`src/rtl/divider_signed_param.sv`:
```
// rtl/divider_signed_param.sv - Sequential radix-2 restoring divider with signed/unsigned mode select
module divider_signed_param #(
    parameter int WIDTH = 8
) (
    input  logic             clk,
    input  logic             rst,
    input  logic             strt,
    input  logic             sgn,
    input  logic [WIDTH-1:0] dividend,
    input  logic [WIDTH-1:0] divisor,
    output logic [WIDTH-1:0] quotient,
    output logic [WIDTH-1:0] remainder,
    output logic             not_valid,
    output logic             idle,
    output logic             done
);

    localparam int CW = $clog2(WIDTH + 1);
    localparam logic [1:0] S_IDLE = 2'd0;
    localparam logic [1:0] S_CALC = 2'd1;
    localparam logic [1:0] S_FIX  = 2'd2;
    localparam logic [WIDTH-1:0] MOST_NEG = {1'b1, {(WIDTH-1){1'b0}}};

    logic [1:0]       state;
    logic [CW-1:0]    cnt;
    logic [WIDTH-1:0] quo;
    logic [WIDTH-1:0] rem;
    logic [WIDTH:0]   dvs_mag;
    logic [WIDTH-1:0] dvd_raw;
    logic             neg_q;
    logic             neg_r;
    logic             div0;
    logic             ovf;

    logic [WIDTH-1:0] dvd_abs;
    logic [WIDTH-1:0] dvs_abs;
    logic [WIDTH:0]   shifted;
    logic             no_borrow;
    logic [WIDTH-1:0] q_fix;
    logic [WIDTH-1:0] r_fix;

    // In WIDTH bits, negating the most-negative value yields 2^(WIDTH-1) read as unsigned
    assign dvd_abs   = (sgn && dividend[WIDTH-1]) ? -dividend : dividend;
    assign dvs_abs   = (sgn && divisor[WIDTH-1])  ? -divisor  : divisor;
    assign shifted   = {rem, quo[WIDTH-1]};
    assign no_borrow = (shifted >= dvs_mag);
    assign q_fix     = neg_q ? -quo : quo;
    assign r_fix     = neg_r ? -rem : rem;
    assign idle      = (state == S_IDLE);

    always_ff @(posedge clk or negedge rst) begin
        if (!rst) begin
            state     <= S_IDLE;
            cnt       <= '0;
            quo       <= '0;
            rem       <= '0;
            dvs_mag   <= '0;
            dvd_raw   <= '0;
            neg_q     <= 1'b0;
            neg_r     <= 1'b0;
            div0      <= 1'b0;
            ovf       <= 1'b0;
            quotient  <= '0;
            remainder <= '0;
            not_valid <= 1'b0;
            done      <= 1'b0;
        end else begin
            done <= 1'b0;
            case (state)
                S_IDLE: begin
                    if (strt) begin
                        quo     <= dvd_abs;
                        rem     <= '0;
                        dvs_mag <= {1'b0, dvs_abs};
                        dvd_raw <= dividend;
                        neg_r   <= sgn & dividend[WIDTH-1];
                        neg_q   <= sgn & (dividend[WIDTH-1] ^ divisor[WIDTH-1]);
                        div0    <= (divisor == '0);
                        ovf     <= sgn && (dividend == MOST_NEG) && (divisor == '1);
                        if (divisor == '0) begin
                            cnt   <= '0;
                            state <= S_FIX;
                        end else begin
                            cnt   <= CW'(WIDTH);
                            state <= S_CALC;
                        end
                    end
                end
                S_CALC: begin
                    rem <= no_borrow ? WIDTH'(shifted - dvs_mag) : shifted[WIDTH-1:0];
                    quo <= {quo[WIDTH-2:0], no_borrow};
                    cnt <= cnt - 1'b1;
                    if (cnt == CW'(1)) begin
                        state <= S_FIX;
                    end
                end
                S_FIX: begin
                    done  <= 1'b1;
                    state <= S_IDLE;
                    if (div0) begin
                        quotient  <= '1;
                        remainder <= dvd_raw;
                        not_valid <= 1'b1;
                    end else begin
                        // most-negative / -1 naturally yields {MOST_NEG, 0}; only the flag differs
                        quotient  <= q_fix;
                        remainder <= r_fix;
                        not_valid <= ovf;
                    end
                end
                default: state <= S_IDLE;
            endcase
        end
    end

endmodule
```
`config.mk`:
```
export PLATFORM = sky130hd
export DESIGN_NAME = divider_signed_param
export DESIGN_NICKNAME = d
export VERILOG_FILES = /design/src/rtl/divider_signed_param.sv
export SDC_FILE = /design/constraint.sdc
export NUM_CORES = 1
export LEC_CHECK = 0
export BUFFER_PORTS_ARGS = -buffer_cell sky130_fd_sc_hd__buf_2
export CAP_MARGIN = 20
export CORE_MARGIN = 10
export CORE_UTILIZATION = 50
export DETAILED_ROUTE_END_ITERATION = 8
export MAX_ROUTING_LAYER = met4
export PLACE_DENSITY = 0.74
export SYNTH_ARGS = -nofsm -noshare
export SYNTH_HDL_FRONTEND = slang
export SYNTH_SLANG_ARGS = --single-unit
```
`constraint.sdc`:
```
create_clock -name clk -period 4.2 [get_ports clk]
set_clock_uncertainty 0.05 [all_clocks]
set_input_delay 0.42 -clock clk [delete_from_list [all_inputs] [get_ports clk]]
set_output_delay 0.42 -clock clk [all_outputs]
set_load 0.05 [all_outputs]
```
==> flow_metrics.tcl, run 1 <==
set metrics [dict create \
    drtAntennaViolNets 0 \
    h-tree-depth 3 \
    antenna_found_initial 0 \
    final_cells 507 \
    firstDrtPassIters 5 \
    syn-instance-count 388 \
    yosys_most_used_dff "dfrtp_1" \
    via_per_inst 5.580 \
    post_drt_wl_per_cell_um 16.28 \
    max_freq_mhz 393.0 \
    slew_viol_final 0 \
    cts_setup_buffers 0 \
    areaGrowthSynthToFinish_pct 12.84 \
    synth_top_area_share_pct 43.76 \
    die-area_um2 10580 \
    hold_path.class "in2async" \
    hold_viol 0 \
    core_area_um2 6719 \
    crit_required_ps 4340 \
    gp_congestion 1.002 \
    cts_buffers 9 \
    reg2reg_from "rem[3]" \
    regToRegSetupSlack_ps 1660 \
    ys_ff_latch 60 \
    routed_wl_um 8252 \
    ys_top_cells_by_area "dfrtp_1 44%, nand2_1 6.8%, o21ai_0 5.7%" \
    fin_hold_ws_ps 41.24 \
    setup_tns_ps 0 \
    grt_first_pass_wirelength_um 13570 \
    grt_max_degree 42 \
    r2r_end "rem[2]" \
    place_ws_ps 1659 \
    synth_edf_count 0 \
    yosysWarnings 0 \
    clk_pin_slew_worst_paths_ps 70 \
    worst_r2r_path_depth 6 \
    worstSkewPairLatency_ps 340 \
    maxSlewHeadroom_pct 38.34 \
    ir_worst_vdd_v 0.0003103 \
    tightest_slew_ps 924.9 \
    timing.final.crit_share_pct 60.58 \
    drc 0 \
    post-place-cells 491 \
    critPathMostFrequentCell "a21oi_1" \
    setup_ws_ps 1655 \
    leakagePower_nw 1.810 \
    via_count 2829 \
    hpwlAfterDp_um 6147 \
    nNetsFinal 458 \
    critPathKind "reg2reg" \
    cts_buffer_depth 2 \
    startpoint "rem[3]" \
    fp-row-count 30 \
    yosys.area.top_type "dfrtp_1" \
    setup_viol 0 \
    min_period_ps 2545 \
    critPathLaunchType "flip-flop" \
    cts_hold_buf 0 \
    grt_pass1_vias 2751 \
    cp-end-kind "flip-flop" \
    grt_usage_pct 17.05 \
    cp_slowest_cell "a21oi_1" \
    die_w_um 102.8 \
    crit_chain "ha_1 -> a21oi_1 -> o221ai_1 -> a21oi_1 -> mux2i_1 -> o21ai_0" \
    start_util_pct 51.06 \
    clock_sinks 60 \
    drive_above_1_share_pct 14.29 \
    dr.first_iter.drc_count 120 \
    syn-cell-area_um2 3431 \
    clockRootBuffer "clkbuf_8" \
    cts_tree "yes" \
    syn-num-nets 424 \
    async_flop_share_pct 100.0 \
    outcome "completed" \
    p_per_area_nw_per_um2 908.8 \
    cap_violations 0 \
    die_h_um 102.8 \
    ys_types 43 \
    rsz0062_at_grt "false" \
    cp.arrival_ps 2680 \
    pin_count 39 \
    ys_seq_area_share_pct 43.76 \
    cpPeakStageDelay_ps 730 \
    ctsResizeCount 0 \
    avgSynthCellArea_um2 8.842 \
    cp_max_fo 11 \
    overflow 0 \
    port_buffers 38 \
    antennaDiodeCount 0 \
]
cell type report:
class | count | area (um^2)
Timing Repair Buffer | 41 | 212.7
Fill cell | 616 | 2848
Tap cell | 80 | 100.1
Clock buffer | 9 | 123.9
Sequential cell | 60 | 1501
Multi-Input combinational cell | 289 | 1779
Clock inverter | 7 | 75.07
Inverter | 21 | 78.83
where the power goes:
part	switching (W)	internal, W
registers	0.000279	0.000848
clock network	0.000247	0.000275
logic	0.00117	0.000696
total	0.00170	0.00182
layer usage:
layer / vias up / wire, um / global-route usage (%) / share of wire (%)
met5: - / 0 / - / 0
met4: 0 / 118 / 7.914 / 1.4
met2: 85 / 3857 / 25.86 / 47
li1: 1402 / - / - / -
met1: 1332 / 3902 / 21.71 / 47
met3: 10 / 374 / 3.083 / 4.5
kinds of logic after synthesis:
| kind of cell | Yosys count | share of synthesized area (%) |
|---|---|---|
| AO/OA/AOI/OAI | 92 | 16.30 |
| XOR/XNOR | 28 | 7.148 |
| flip-flops | 60 | 43.76 |
| buffers and inverters | 39 | 4.376 |
| AND/OR/NAND/NOR | 141 | 18.85 |
| multiplexers | 12 | 3.501 |
| adder cells (fa/ha/maj) | 16 | 6.054 |
state kept, by name (all words and copies together) (netlist names):
register	flops
not_valid	1
cnt	4
neg_q	1
state	2
rem	8
quotient	8
remainder	8
dvs_mag	8
neg_r	1
done	1
quo	8
div0	1
ovf	1
dvd_raw	8
synth_stat cells, types with 2 or more instances:
cell	number
nor2_1	26
nor4_1	3
buf_2	3
mux2i_1	12
nor3_1	5
o21ai_1	3
a22oi_1	8
o211ai_1	3
o31ai_1	4
inv_1	21
nand4_1	3
nand2_1	62
xnor2_1	22
a21oi_1	22
ha_1	15
or3_1	3
nand3_1	19
xor2_1	6
nor2b_1	5
o21ai_0	39
a211oi_1	2
nand2b_1	7
dfrtp_1	60
nand3b_1	2
clkbuf_1	15
metrics by stage:
stage	area, um^2	power (W)	util [%]
after detailed placement	3672	0.002996	54.66
after CTS	3871	0.003531	57.62
after floorplan	3431	0.002548	-
after global routing	3871	0.003809	57.62
after global placement	3672	0.002934	54.66
final	3871	0.003518	57.62
worst max-delay path: cells and delay by family (launching register included):
family                   cells  cell delay (ps)
AO/OA/AOI/OAI                4             1240
flip-flops                   1              450
adder cells (fa/ha/maj)      1              400
multiplexers                 1              260
cells in the final DEF, fill, tap and decap left out, types with 3 or more instances in the layout:
cell type   Yosys  routed
buf_4           0       3
xor2_1          6       6
nor2_1         26      26
nand2_1        62      62
dfrtp_1        60      60
nand2b_1        7       7
nor3_1          5       5
ha_1           15      15
nand4_1         3       3
inv_1          21      21
or3_1           3       3
nand3_1        19      19
o31ai_1         4       4
nor4_1          3       3
xnor2_1        22      22
nor2b_1         5       5
o211ai_1        3       3
a22oi_1         8       8
clkinvlp_4      0       3
a21oi_1        22      22
o21ai_0        39      39
clkbuf_8        0       9
o21ai_1         3       3
buf_2           3      38
mux2i_1        12      12
how the worst max path moves through the flow:
stage / to / slack, ps / cells after the start
final: rem[2] / 1660 / 6
after global routing: rem[2] / 1360 / 6
after CTS: rem[1] / 1650 / 6
after detailed placement: rem[1] / 1660 / 6
after global placement: rem[1] / 1720 / 6
after floorplan: ovf / 2130 / 6
Note: power is estimated with default switching activity, not from simulation.
==> inputs of run 2 (changes only) <==
Settings changed: ABC_AREA set to 1, PLACE_DENSITY 0.74 to 0.73.
Clock period 4.2 ns to 2.6 ns, I/O delays scaled along.
==> run 2 against run 1 <==
Net effect: setup slack lost 940 ps; utilization is 0.28 points lower; sequential share of layout area shrank 2.7 points.
==> flow_metrics.tcl, run 2 <==
set metrics [dict create \
    die_w_um 106.2 \
    antenna_found_initial 0 \
    pin_count 39 \
    setup_tns_ps 0 \
    setup_viol 0 \
    grt_pass1_vias 3201 \
    ys_types 37 \
    ir_worst_vdd_v 0.0004653 \
    setup_ws_ps 715.9 \
    drc 0 \
    min_period_ps 1884 \
    synth_mux_area_share_pct 0 \
    max_freq_mhz 530.8 \
    post-place-cells 612 \
    worst_r2r_path_depth 11 \
    clk_pin_slew_worst_paths_ps 70 \
    cts_buffer_depth 2 \
    port_buffers 38 \
    clock_sinks 60 \
    syn-instance-count 483 \
    fp-row-count 31 \
    antennaDiodeCount 0 \
    grt_max_degree 27 \
    synth_most_common_cell "nand2_1" \
    p_per_area_nw_per_um2 1478 \
    synth_compound_area_share_pct 13.45 \
    yosys_most_used_dff "dfrtp_1" \
    ctsResizeCount 0 \
    syn-cell-area_um2 3711 \
    hold_viol 0 \
    leakagePower_nw 2.122 \
    critPathKind "reg2reg" \
    yosys.area.top_type "dfrtp_1" \
    synth_top_family_by_area "simple AND/OR/NAND/NOR gates" \
    overflow 0 \
    hold_path.class "in2reg" \
    start_util_pct 51.16 \
    place_ws_ps 725.9 \
    dr.first_iter.drc_count 122 \
    final_cell_mix "123 x nand2_1, 66 x inv_1, 60 x dfrtp_1" \
    crit_required_ps 2790 \
    yosys.area_share.xor_xnor_pct 2.832 \
    cap_violations 0 \
    maxSlewHeadroom_pct 61.90 \
    critPathLaunchType "flip-flop" \
    wl_met2_um 4256 \
    final_common_cell "nand2_1" \
    synthAdderAreaFrac_pct 5.597 \
    routed.top_layer "met4" \
    cts_tree "yes" \
    nNetsFinal 561 \
    drive_above_1_share_pct 15.69 \
    clockRootBuffer "clkbuf_8" \
    syn-num-nets 519 \
    h-tree-depth 3 \
    slew_viol_final 0 \
    final_cells 628 \
    synth_commonest_cells "123 x nand2_1, 66 x inv_1, 60 x dfrtp_1" \
    synth_top_area_share_pct 40.46 \
    yosysWarnings 0 \
    drtAntennaViolNets 0 \
    areaGrowthSynthToFinish_pct 12.07 \
    rsz0062_at_grt "false" \
    routed_wl_um 9078 \
    fin_hold_ws_ps 139.2 \
    placed_area_um2 3973 \
    timing.final.crit_share_pct 72.46 \
    async_flop_share_pct 100.0 \
    core_area_um2 7253 \
    synth-simple-area-share_pct 28.29 \
    die-area_um2 11270 \
    post_drt_wl_per_cell_um 14.46 \
    cts_buffers 9 \
    grt_first_pass_wirelength_um 15660 \
    cp.arrival_ps 2070 \
    hpwlAfterDp_um 6978 \
    outcome "completed" \
    via_count 3305 \
    via_per_inst 5.263 \
    worstSkewPairLatency_ps 340 \
    synth_edf_count 0 \
    min_path_cells 3 \
    avgSynthCellArea_um2 7.683 \
    cp-end-kind "flip-flop" \
    met3_length_um 412 \
    cp_max_fo 9 \
    firstDrtPassIters 4 \
    ys_top_cells_by_area "dfrtp_1 40%, nand2_1 12%, inv_1 6.7%" \
    tightest_slew_ps 571.5 \
    ys_ff_latch 60 \
    wl_met1_um 4207 \
    grt_usage_pct 17.48 \
    final_area_um2 4159 \
    die_h_um 106.2 \
    ys_seq_area_share_pct 40.46 \
    gp_congestion 0.9591 \
]
run 2: cell count changes after synthesis, moves of 5 or more:
cell,previous run,this run
o22ai_1,1,6
a21oi_1,22,16
nand2b_1,7,0
nor2_1,26,35
a31oi_1,0,6
inv_1,21,66
inv_2,0,5
nand2_1,62,123
mux2i_1,12,0
nand3_1,19,39
xnor2_1,22,4
clkbuf_1,15,0
nor2b_1,5,0
run 2: report_power, final:
| part | internal (W) | switching, W |
|---|---|---|
| sequential | 0.00139 | 0.000377 |
| combinational | 0.00120 | 0.00242 |
| clock | 0.000388 | 0.000368 |
run 2: cell type report:
class                      count  area, um^2
sequential                    60        1501
multi-input combinational    340        1862
timing repair buffer          42       222.7
clock buffer                  11       151.4
fill                         702        3094
inverter                      72       272.8
clock inverter                 4       25.02
tap                           99       123.9
run 2: worst paths after layout:
path                              start           end  slack, ps
min in group asynchronous           rst   quotient[5]        400
setup / recovery                 rem[5]        rem[7]        720
hold reg to reg            remainder[2]  remainder[2]        430
setup reg to reg                 rem[5]        rem[7]        720
max in group asynchronous           rst    dvd_raw[5]       1430
hold / removal              dividend[7]    dvd_raw[7]        140
run 2: metrics by stage:
stage / utilization, % / total power (W)
6_report: 57.34 / 0.006145
5_1_grt: 57.34 / 0.006747
4_1_cts: 57.34 / 0.006174
3_5_place_dp: 54.77 / 0.005405
3_3_place_gp: 54.77 / 0.005334
2_1_floorplan: - / 0.004633
run 2: what timing repair did:
action                    4_1_cts  5_1_grt
hold buffers                    1        0
buffers inserted                0        0
hold endpoints to repair       23        0
run 2: critical path, cell delays in order, from the launching register on:
cell and delay, ps:
dfrtp_1 430, ha_1 390, nand2_1 90, nand2_1 90, nand2_1 70, nand2_1 80, nor2_4 260, nand2_8 110
nand2_2 80, nand2_1 50, nand2_1 50, nand2_1 50
run 2: cell families after synthesis:
| group | Yosys count |
|---|---|
| AO/OA/AOI/OAI | 86 |
| buffers and inverters | 83 |
| AND/OR/NAND/NOR | 226 |
| adder cells (fa/ha/maj) | 16 |
| XOR/XNOR | 12 |
| flip-flops | 60 |
run 2: metal layers:
layer | track usage (%) | up-vias
met3 | 3.623 | 11
met2 | 26.86 | 83
li1 | - | 1667
met1 | 21.90 | 1544
met4 | 7.447 | 0
met5 | - | -
==> inputs of run 3 (changes only) <==
Clock period 2.6 ns to 1.77 ns, I/O delays scaled along.
==> run 3 against run 2 <==
Net effect: setup slack worse by 680 ps; largest cell class unchanged; worst hold slack worse by 80 ps; critical path type unchanged; clock power rose by 81%; flip-flop and latch count did not move; combinational power rose by 78%; highest routed layer unchanged; critical path depth fell by 1; global-route usage increased by 0.50 points.
==> flow_metrics.tcl, run 3 (same netlist as run 2, synthesis figures left out) <==
set metrics [dict create \
    min_period_ps 1735 \
    cp.arrival_ps 1910 \
    timing.final.crit_share_pct 98.00 \
    via_per_inst 5.240 \
    core_area_um2 7253 \
    ir_worst_vdd_v 0.001172 \
    fin_hold_ws_ps 59.54 \
    outcome "completed" \
    grt_first_pass_wirelength_um 16170 \
    gp_congestion 0.8728 \
    die_w_um 106.2 \
    cts_tree "yes" \
    final_area_um2 4531 \
    clk_pin_slew_worst_paths_ps 70 \
    drive_above_1_share_pct 23.55 \
    cp_max_fo 3 \
    areaGrowthSynthToFinish_pct 22.08 \
    path_buf_inv 2 \
    worstSkewPairLatency_ps 340 \
    p_per_area_nw_per_um2 2293 \
    setup_viol 0 \
    antennaDiodeCount 0 \
    grt_usage_pct 17.97 \
    fill_cells 670 \
    hpwlAfterDp_um 7186 \
    die_h_um 106.2 \
    final_common_cell "nand2_1" \
    grt_max_degree 61 \
    start_util_pct 51.16 \
    port_buffers 38 \
    maxSlewHeadroom_pct 70.90 \
    slew_viol_final 0 \
    tightest_slew_ps 432.5 \
    register_area_um2 1503 \
    hold_viol 0 \
    multiInputGateArea_um2 2008 \
    crit_required_ps 1950 \
    crit_chain "inv_2 -> ha_4 -> inv_4 -> fa_2 -> nand3_2 -> nand3_2 -> xnor2_2 -> nand2_1 -> nand3_1 -> nand2_1" \
    pin_count 39 \
    final_cell_mix "121 x nand2_1, 59 x inv_1, 59 x dfrtp_1" \
    grt_pass1_vias 3286 \
    cpPeakStageDelay_ps 390 \
    placed_area_um2 4083 \
    antenna_found_initial 0 \
    post_drt_wl_per_cell_um 15.02 \
    cts_buffers 9 \
    cap_violations 0 \
    h-tree-depth 3 \
    firstDrtPassIters 5 \
    max_freq_mhz 576.5 \
    clock_sinks 60 \
    hold_path.class "in2reg" \
    overflow 0 \
    critPathTopFamily "adder cells" \
    nNetsFinal 584 \
    total_power_w 0.01039 \
    clockRootBuffer "clkbuf_8" \
    critPathLaunchType "flip-flop" \
    drtAntennaViolNets 0 \
    routed_wl_um 9780 \
    leakagePower_nw 2.266 \
    dr.first_iter.drc_count 218 \
    fp-row-count 31 \
    rsz0062_at_grt "true" \
    via_count 3411 \
    critPathKind "reg2reg" \
    drc 0 \
    cp_slowest_cell "dfrtp_1" \
    cp-end-kind "flip-flop" \
    die-area_um2 11270 \
    cts_buffer_depth 2 \
]
==> run 3: power breakdown <==
group	switching [W]	leakage [nW]	internal, W
Clock	0.000544	0.109	0.000824
Combinational	0.00403	1.43	0.00243
Sequential	0.000517	0.723	0.00205
Total	0.00509	2.27	0.00530
==> run 3: worst paths after layout <==
kind	from	endpoint	slack [ps]	depth (start not counted)
min	dividend[7]	dvd_raw[7]	60	3
min in group asynchronous	rst	remainder[6]	320	3
max reg2reg	quo[7]	rem[4]	40	10
max	quo[7]	rem[4]	40	10
min reg2reg	remainder[5]	remainder[5]	420	2
max in group asynchronous	rst	rem[0]	1080	3
==> run 3: area by class of cell <==
cell class	count	area share, %
Sequential cell	60	33.17
Inverter	72	6.076
Clock inverter	4	1.629
Tap cell	99	2.734
Timing Repair Buffer	63	8.948
Multi-Input combinational cell	342	44.32
Clock buffer	11	3.121
==> run 3: stage by stage <==
stage                     worst slack [ps]  std cells  TNS, ps  utilization, %
after floorplan                      34.35        483        0               -
after CTS                          0.05462        641        0           59.96
final                                35.44        651        0           62.46
after detailed placement            -42.16        625   -43.51           56.29
after global routing                -101.9        651   -286.1           62.46
after global placement              -18.35        625   -18.35           56.29
==> run 3: metal layers <==
metal | share of wire (%) | track usage (%) | vias up
met2 | 48 | 27.96 | 89
met4 | 1.1 | 4.836 | 0
met5 | 0 | - | -
met3 | 5.6 | 4.650 | 12
li1 | - | - | 1709
met1 | 45 | 22.76 | 1601
==> run 3: worst reg2reg max path, stage by stage, from the launching register on <==
cell,delay (ps)
dfrtp_1,390
inv_2,80
ha_4,140
inv_4,40
fa_2,390
nand3_2,100
nand3_2,80
xnor2_2,160
nand2_1,70
nand3_1,70
nand2_1,50
==> run 3: repair_timing <==
| item | in CTS | in global routing |
|---|---|---|
| gates resized for setup | 6 | 23 |
| pin swaps | 1 | 16 |
| setup endpoints to repair | 4 | 10 |
| endpoints found under the hold margin | 60 | 0 |
| setup buffers | 0 | 8 |
| gates cloned | 0 | 2 |
| hold buffers | 1 | 0 |
